File: config.mk
export PLATFORM = sky130hd
export DESIGN_NAME = ifu_ctrl_flat
export DESIGN_NICKNAME = d
export VERILOG_FILES = /design/src/rtl/ifu_if.sv /design/src/rtl/ifu_ctrl.sv /design/src/flat_wrapper.sv
export SDC_FILE = /design/constraint.sdc
export NUM_CORES = 1
export LEC_CHECK = 0
export BUFFER_PORTS_ARGS = -buffer_cell sky130_fd_sc_hd__buf_2
export CAP_MARGIN = 15
export CORE_ASPECT_RATIO = 0.6
export CORE_UTILIZATION = 43
export CTS_CLUSTER_DIAMETER = 50
export CTS_CLUSTER_SIZE = 24
export DETAILED_ROUTE_END_ITERATION = 8
export GPL_ROUTABILITY_DRIVEN = 0
export PLACE_DENSITY_LB_ADDON = 0.12
export SYNTH_ARGS = -nofsm -noshare
export SYNTH_HDL_FRONTEND = slang
export SYNTH_SLANG_ARGS = --single-unit
File: constraint.sdc
create_clock -name clk -period 2.65 [get_ports clk]
set_clock_uncertainty 0.1 [all_clocks]
set_input_delay 0.3975 -clock clk [delete_from_list [all_inputs] [get_ports clk]]
set_output_delay 0.3975 -clock clk [all_outputs]
set_load 0.1 [all_outputs]
File: src/rtl/ifu_if.sv
// Fetch-sequencer bus bundle: PC register controls, IMEM handshake and decode/execute hand-off.
// The master side belongs to ifu_ctrl; the slave side is the surrounding core (or a bench).
interface ifu_if #(
    parameter int WIDTH = 32
);
    logic [WIDTH-1:0] pc;
    logic             pc_wen;
    logic             pc_jen;
    logic [WIDTH-1:0] pc_din;
    logic             req_valid;
    logic             req_ready;
    logic [WIDTH-1:0] req_addr;
    logic             resp_valid;
    logic [WIDTH-1:0] resp_data;
    logic             resp_err;
    logic             inst_valid;
    logic [WIDTH-1:0] inst;
    logic             exec_done;
    logic             jump_en;
    logic [WIDTH-1:0] jump_target;
    logic             halted;
    logic [1:0]       halt_cause;

    modport master (
        input  pc, req_ready, resp_valid, resp_data, resp_err,
               exec_done, jump_en, jump_target,
        output pc_wen, pc_jen, pc_din, req_valid, req_addr,
               inst_valid, inst, halted, halt_cause
    );

    modport slave (
        output pc, req_ready, resp_valid, resp_data, resp_err,
               exec_done, jump_en, jump_target,
        input  pc_wen, pc_jen, pc_din, req_valid, req_addr,
               inst_valid, inst, halted, halt_cause
    );
endinterface

File: src/rtl/ifu_ctrl.sv
// Instruction-fetch sequencer: IDLE -> REQ -> WAIT -> EXEC -> UPDATE loop with sticky HALT.
// Define IFU_ALIGN_CHECK_EN to halt (cause 3) on taken jumps to non-word-aligned targets.
module ifu_ctrl #(
    parameter int WIDTH   = 32,
    parameter int TIMEOUT = 255
) (
    input logic   clk,
    input logic   rst,
    ifu_if.master bus
);
    typedef enum logic [2:0] {
        IDLE, REQ, WAIT, EXEC, UPDATE, HALT
    } state_t;

    localparam logic [7:0] TO_LAST = 8'(TIMEOUT - 1);

    state_t     state, state_nxt;
    logic [7:0] to_cnt;
    logic [1:0] cause_nxt;
    logic       misalign;

`ifdef IFU_ALIGN_CHECK_EN
    assign misalign = bus.jump_en && (bus.jump_target[1:0] != 2'b00);
`else
    assign misalign = 1'b0;
`endif

    always_comb begin
        state_nxt = state;
        cause_nxt = 2'd0;
        case (state)
            IDLE:   state_nxt = REQ;
            REQ:    if (bus.req_ready) state_nxt = WAIT;
            WAIT: begin
                // a response in the last allowed cycle still wins over the timeout
                if (bus.resp_valid) begin
                    if (bus.resp_err) begin
                        state_nxt = HALT;
                        cause_nxt = 2'd1;
                    end else begin
                        state_nxt = EXEC;
                    end
                end else if (to_cnt == TO_LAST) begin
                    state_nxt = HALT;
                    cause_nxt = 2'd2;
                end
            end
            EXEC: begin
                if (bus.exec_done) begin
                    if (misalign) begin
                        state_nxt = HALT;
                        cause_nxt = 2'd3;
                    end else begin
                        state_nxt = UPDATE;
                    end
                end
            end
            UPDATE: state_nxt = REQ;
            HALT:   state_nxt = HALT;
            default: state_nxt = IDLE;
        endcase
    end

    always_ff @(posedge clk) begin
        if (!rst) begin
            state          <= IDLE;
            to_cnt         <= '0;
            bus.inst       <= '0;
            bus.pc_jen     <= 1'b0;
            bus.pc_din     <= '0;
            bus.halt_cause <= 2'd0;
        end else begin
            state <= state_nxt;
            // held at zero outside WAIT so every WAIT visit starts from a cleared count
            if (state != WAIT)
                to_cnt <= '0;
            else if (to_cnt != 8'hff)
                to_cnt <= to_cnt + 8'd1;
            if (state == WAIT && bus.resp_valid && !bus.resp_err)
                bus.inst <= bus.resp_data;
            if (state == EXEC && bus.exec_done) begin
                bus.pc_jen <= bus.jump_en;
                bus.pc_din <= bus.jump_target;
            end
            if (state != HALT && state_nxt == HALT)
                bus.halt_cause <= cause_nxt;
        end
    end

    // pc is itself a register output, so forwarding it keeps every output flop- or state-driven
    assign bus.req_addr   = bus.pc;
    assign bus.req_valid  = (state == REQ);
    assign bus.inst_valid = (state == EXEC);
    assign bus.pc_wen     = (state == UPDATE);
    assign bus.halted     = (state == HALT);
endmodule

File: src/flat_wrapper.sv
// flat-port wrapper written by rule: the top's interface ports become plain ports
module ifu_ctrl_flat 
#(
    parameter int WIDTH   = 32,
    parameter int TIMEOUT = 255
)
  (clk, rst, bus_pc, bus_req_ready, bus_resp_valid, bus_resp_data, bus_resp_err, bus_exec_done, bus_jump_en, bus_jump_target, bus_pc_wen, bus_pc_jen, bus_pc_din, bus_req_valid, bus_req_addr, bus_inst_valid, bus_inst, bus_halted, bus_halt_cause);
  ifu_if #(.WIDTH(WIDTH)) bus_i ();
  input logic clk;
  input logic rst;
  input wire logic [$bits(bus_i.pc)-1:0] bus_pc;
  input wire logic [$bits(bus_i.req_ready)-1:0] bus_req_ready;
  input wire logic [$bits(bus_i.resp_valid)-1:0] bus_resp_valid;
  input wire logic [$bits(bus_i.resp_data)-1:0] bus_resp_data;
  input wire logic [$bits(bus_i.resp_err)-1:0] bus_resp_err;
  input wire logic [$bits(bus_i.exec_done)-1:0] bus_exec_done;
  input wire logic [$bits(bus_i.jump_en)-1:0] bus_jump_en;
  input wire logic [$bits(bus_i.jump_target)-1:0] bus_jump_target;
  output wire logic [$bits(bus_i.pc_wen)-1:0] bus_pc_wen;
  output wire logic [$bits(bus_i.pc_jen)-1:0] bus_pc_jen;
  output wire logic [$bits(bus_i.pc_din)-1:0] bus_pc_din;
  output wire logic [$bits(bus_i.req_valid)-1:0] bus_req_valid;
  output wire logic [$bits(bus_i.req_addr)-1:0] bus_req_addr;
  output wire logic [$bits(bus_i.inst_valid)-1:0] bus_inst_valid;
  output wire logic [$bits(bus_i.inst)-1:0] bus_inst;
  output wire logic [$bits(bus_i.halted)-1:0] bus_halted;
  output wire logic [$bits(bus_i.halt_cause)-1:0] bus_halt_cause;
  assign bus_i.pc = bus_pc;
  assign bus_i.req_ready = bus_req_ready;
  assign bus_i.resp_valid = bus_resp_valid;
  assign bus_i.resp_data = bus_resp_data;
  assign bus_i.resp_err = bus_resp_err;
  assign bus_i.exec_done = bus_exec_done;
  assign bus_i.jump_en = bus_jump_en;
  assign bus_i.jump_target = bus_jump_target;
  assign bus_pc_wen = bus_i.pc_wen;
  assign bus_pc_jen = bus_i.pc_jen;
  assign bus_pc_din = bus_i.pc_din;
  assign bus_req_valid = bus_i.req_valid;
  assign bus_req_addr = bus_i.req_addr;
  assign bus_inst_valid = bus_i.inst_valid;
  assign bus_inst = bus_i.inst;
  assign bus_halted = bus_i.halted;
  assign bus_halt_cause = bus_i.halt_cause;
  ifu_ctrl #(.WIDTH(WIDTH), .TIMEOUT(TIMEOUT)) u_core (.clk(clk), .rst(rst), .bus(bus_i));
endmodule
Word level (Yosys, flattened, before mapping)
Cells that the tools add are included.
{ "totals": {"reg_bits": 78, "latchBits": 0, "ramBits": 0, "mem_bits_ro": 0, "input_bits": 103, "output_inout_bits": 103, "n_memories": 0} }
{ "op_classes": {"add_sub_neg": 1, "mul": 0, "div_mod_pow": 0, "n_lt_le_gt_ge": 0, "eq_ne": 10, "shifts": 0, "mux": 10, "n_bitwise": 1, "reduce_logical": 8} }
{ "ops": {"columns": ["cell", "n"], "rows": [
  ["3-bit 2-to-1 mux", 5],
  ["3-bit one-hot mux with 5 select lines", 1],
  ["3-bit == test, second input constant", 3],
  ["8-bit by 1-bit adder with 8-bit output, second input constant", 1],
  ["8-bit == test, second input constant", 1],
  ["8-bit inequality test, second input constant", 1],
  ["3-bit by 2-bit == test with 1-bit output, second input constant", 2],
  ["2-bit 2-to-1 mux", 3],
  ["1-bit logical AND", 4],
  ["2-bit OR reduction", 2],
  ["3-bit by 1-bit == test with 1-bit output, second input constant", 1],
  ["3-bit zero test", 1],
  ["3-bit by 2-bit inequality test with 1-bit output, second input constant", 1],
  ["3-bit inequality test, second input constant", 1],
  ["1-bit zero test", 1],
  ["1-bit 2-to-1 mux", 1],
  ["1-bit NOT", 1]
]} }

Longest topological paths before layout
{ "depth": {"depth_word": 6, "ltp_mapped": 6, "depth_no_buf": 6} }

Worst setup path before layout
Ideal clock, no wire load.
{ "synth_timing": {"path_type": "register to output", "from": "register u_core.state[1]", "to": "output bus_halted", "arrival_time_ps": 1823, "path_slack_ps": 329, "stages_incl_launch_ff": 4, "path_cell_list": "dfxtp_1 buf_6 nand2b_1 nor2_1"} }
{ "synth_between": {"elab_chain_len": 1} }
{ "synth_lines": {"columns": ["element", "line_no", "text"], "rows": [
  ["start: declaration", "ifu_ctrl.sv:17", "state_t state, state_nxt;"],
  ["start signal: assignment", "ifu_ctrl.sv:73", "state <= state_nxt;"],
  ["3-bit == test", "ifu_ctrl.sv:95", "assign bus.halted = (state == HALT);"],
  ["end: declaration", "flat_wrapper.sv:26", "output wire logic [$bits(bus_i.halted)-1:0] bus_halted;"]
]} }
No other way between the ends.

Worst setup path in the final report
{ "layout_timing": {"from": "register u_core.state[0]", "to": "output bus_inst_valid"} }
{ "layout_between": {"elab_chain_len": 1} }
{ "layout_lines": {"columns": ["element", "line_no", "text"], "rows": [
  ["3-bit by 2-bit == test with 1-bit output", "ifu_ctrl.sv:93", "assign bus.inst_valid = (state == EXEC);"],
  ["end: declaration", "flat_wrapper.sv:24", "output wire logic [$bits(bus_i.inst_valid)-1:0] bus_inst_valid;"]
]} }
No other way between the ends.

==> impl_metrics.toml <==
[outcome]
run_status = "completed"

[logic_synthesis]
synth_warnings = 0
synthTopCellsByArea = "dfxtp_1 45%, nand2_1 15%, a21boi_2 9.5%, buf_4 7.6%, a21boi_0 7.0%"
syn_inst = 397
synth-seq-area-share = 0.454
synth.distinct_cells = 35
synth.cell_area_um2 = 3440
yosys.area.top_type = "dfxtp_1"
postSynthRegisterBits = 78
syn_nets = 502
syn_avg_cell_area_um2 = 8.67
synth_top_area_share = 0.454

[clocking]
cts_tree = "yes"
clk_latency_ps = 330
postCtsSetupRepairBufs = 0
clk_pin_slew_ps = 50
cts.htree.levels = 3
cts.hold.buffers_added = 0
cts_sinks = 78
clock-root-buffer = "clkbuf_16"
post_cts_resized = 0
cts-buffers-inserted = 9
cts.path.max_buffers = 2

[timing]
rsz0062_at_grt = "no"
holdWs_ps = 211
hold_viol = 0
fmax_ghz = 0.478
min_period_ps = 2090
worst_pin_slew_ps = 550
relSlewSlack = 0.632
setup-violations-final = 0
finalSetupTns_ps = 0
slew_violations = 0
period_share = 0.789

[critical_path]
worst-path-buf-inv = 1
rr_worst_depth = 5
crit_path_start = "u_core.state[0]"
crit_path_max_fanout = 6
worstPathArrival_ps = 1590
crit_path_max_incr_delay_ps = 460
rrSetupSlack_ps = 660
rr_endpoint = "u_core.bus.inst[23]"
path_delay_family = "flip-flops"
crit_required_ps = 2150
worstPathCellList = "nor2b_1 -> and2_1 -> buf_2"
crit_slowest_cell = "dfxtp_1"
timing.rr.start = "u_core.state[1]"
critPathKind = "reg -> out"
start_kind = "register"
end_kind = "output port"

[route]
drcViolationCount = 0
routed_wl_um = 8040
vias_per_cell = 4.76
vias = 2894
detail_route.wl_per_cell_um = 13.2
firstDrtPassIters = 4
postRouteAntennaNets = 0
drtIter0Drc = 133

[grt]
grt_max_degree = 40
grt_pass1_wl_um = 12900
grt_pass1_vias = 2782
antenna_found_initial = 0
globalRouteOverflowTotal = 0
grt_util_all_layers = 0.194

[worst_hold_path]
hold_path_class = "in -> reg"
min_to = "u_core.bus.pc_din[7]"
worstHoldStart = "bus_jump_target[7]"
min_delay_path_depth = 3

[place]
placed_cells = 592
port_buffers = 141
hpwl_um = 6000

[layout]
layout-drive-gt1-share = 0.383
finalNonFillerCells = 608
area_growth_pct = 22.6
diodes = 0
nNetsFinal = 604

[flow_run]
maxCapViolCount = 0

[die]
dieArea_um2 = 8380
die_y_um = 71.3
die-width_um = 118
num_rows = 24
initial_core_util = 0.458
core_area_um2 = 7510
ioPinCount = 206

[power]
vdd_ir_drop_max_uv = 362
powerDensity_nw_per_um2 = 618
power_w = 0.00261
cellLeakagePower_nw = 1.80
==> cells in the mapped netlist <==
library cell and instances:
nand2_1 134, dfxtp_1 78, buf_4 35, a21boi_0 32, a21boi_2 29, clkbuf_1 16
nor2_1 10, a21oi_1 7, nand3_1 5, a21boi_1 4, buf_6 4, inv_1 4
o21ai_0 4, and3_1 3, nand2b_1 3, nor3_1 3, xnor2_1 3, a311o_1 2
ha_1 2, nand4_1 2, nor3b_4 2, xor2_1 2, a211oi_1 1, a311oi_1 1
a31oi_1 1, and2_1 1, buf_2 1, nand3b_1 1, nor2b_1 1, nor4_1 1
o21a_1 1, o22ai_1 1, o31ai_1 1, or2_2 1, or2b_1 1
==> registers in the layout, indices dropped and copies added, names as in the netlist <==
register,count
u_core.bus.pc_din,32
u_core.bus.halt_cause,2
u_core.to_cnt,8
u_core.bus.pc_jen,1
u_core.state,3
u_core.bus.inst,32
==> cells in the final DEF, fill, tap and decap left out, types with 2 or more instances in the layout <==
master / Yosys / final
buf_4: 35 / 6
clkbuf_16: 0 / 9
o21ai_0: 4 / 4
nand4_1: 2 / 2
nor2_1: 10 / 10
inv_1: 4 / 4
a21boi_0: 32 / 32
buf_2: 1 / 141
clkinv_2: 0 / 3
nand2_1: 134 / 134
nand3_1: 5 / 5
dfxtp_1: 78 / 78
nor3_1: 3 / 3
xnor2_1: 3 / 3
a21oi_1: 7 / 7
a311o_1: 2 / 2
xor2_1: 2 / 2
a21boi_1: 4 / 4
a21boi_2: 29 / 29
nand2b_1: 3 / 3
and3_1: 3 / 3
nor3b_4: 2 / 2
ha_1: 2 / 2
clkbuf_1: 16 / 2
==> power breakdown <==
part,internal (W),switching (W)
registers,0.00119,0.0000156
logic,0.0000902,0.000210
clock network,0.000654,0.000445
==> cell families (layout without fill, tap and decap cells) <==
kind of cell,after synthesis,in the layout,synth area share
xor gates and xnor gates,5,5,0.0127
adders and majority gates,2,2,0.00727
DFF,78,78,0.454
AOI/OAI and AO/OA,84,84,0.208
and+or+nand+nor,168,168,0.206
buffers and inverters,60,167,0.113
==> how the worst max path moves through the flow <==
stage,depth (start not counted),endpoint,slack (ps)
2_1_floorplan,3,bus_halted,330
3_3_place_gp,4,u_core.state[2],760
3_5_place_dp,5,u_core.bus.inst[2],660
4_1_cts,3,bus_inst_valid,540
5_1_grt,5,u_core.bus.inst[2],440
6_report,3,bus_inst_valid,560
==> worst reg2reg max path: stages (launching register included) <==
cell	delay (ps)
dfxtp_1	450
nor3b_4	330
nand3b_1	440
buf_4	380
nand2_1	120
a21boi_2	60
==> per-layer routing <==
metal	GRT usage	wire (um)	vias up
met5	0	0	-
met4	0.0840	193	0
met3	0.0725	540	28
met2	0.325	3860	85
met1	0.225	3450	1313
li1	-	-	1468
==> cell type report <==
type | instances | area [um^2]
well taps | 104 | 130
clock inverters | 4 | 22.5
fillers | 740 | 3290
flip-flops and latches | 78 | 1560
inverters | 4 | 15.0
clock buffers | 12 | 246
multi-input cells | 259 | 1490
repair buffers | 147 | 751
==> through the flow <==
| step | util | cell area, um^2 | setup slack, ps |
|---|---|---|---|
| after global placement | 0.526 | 3950 | 764 |
| after CTS | 0.562 | 4220 | 537 |
| final | 0.562 | 4220 | 560 |
| after detailed placement | 0.526 | 3950 | 662 |
| after global routing | 0.562 | 4220 | 443 |
| after floorplan | - | 3440 | 329 |
(Power assumes the default switching activity.)
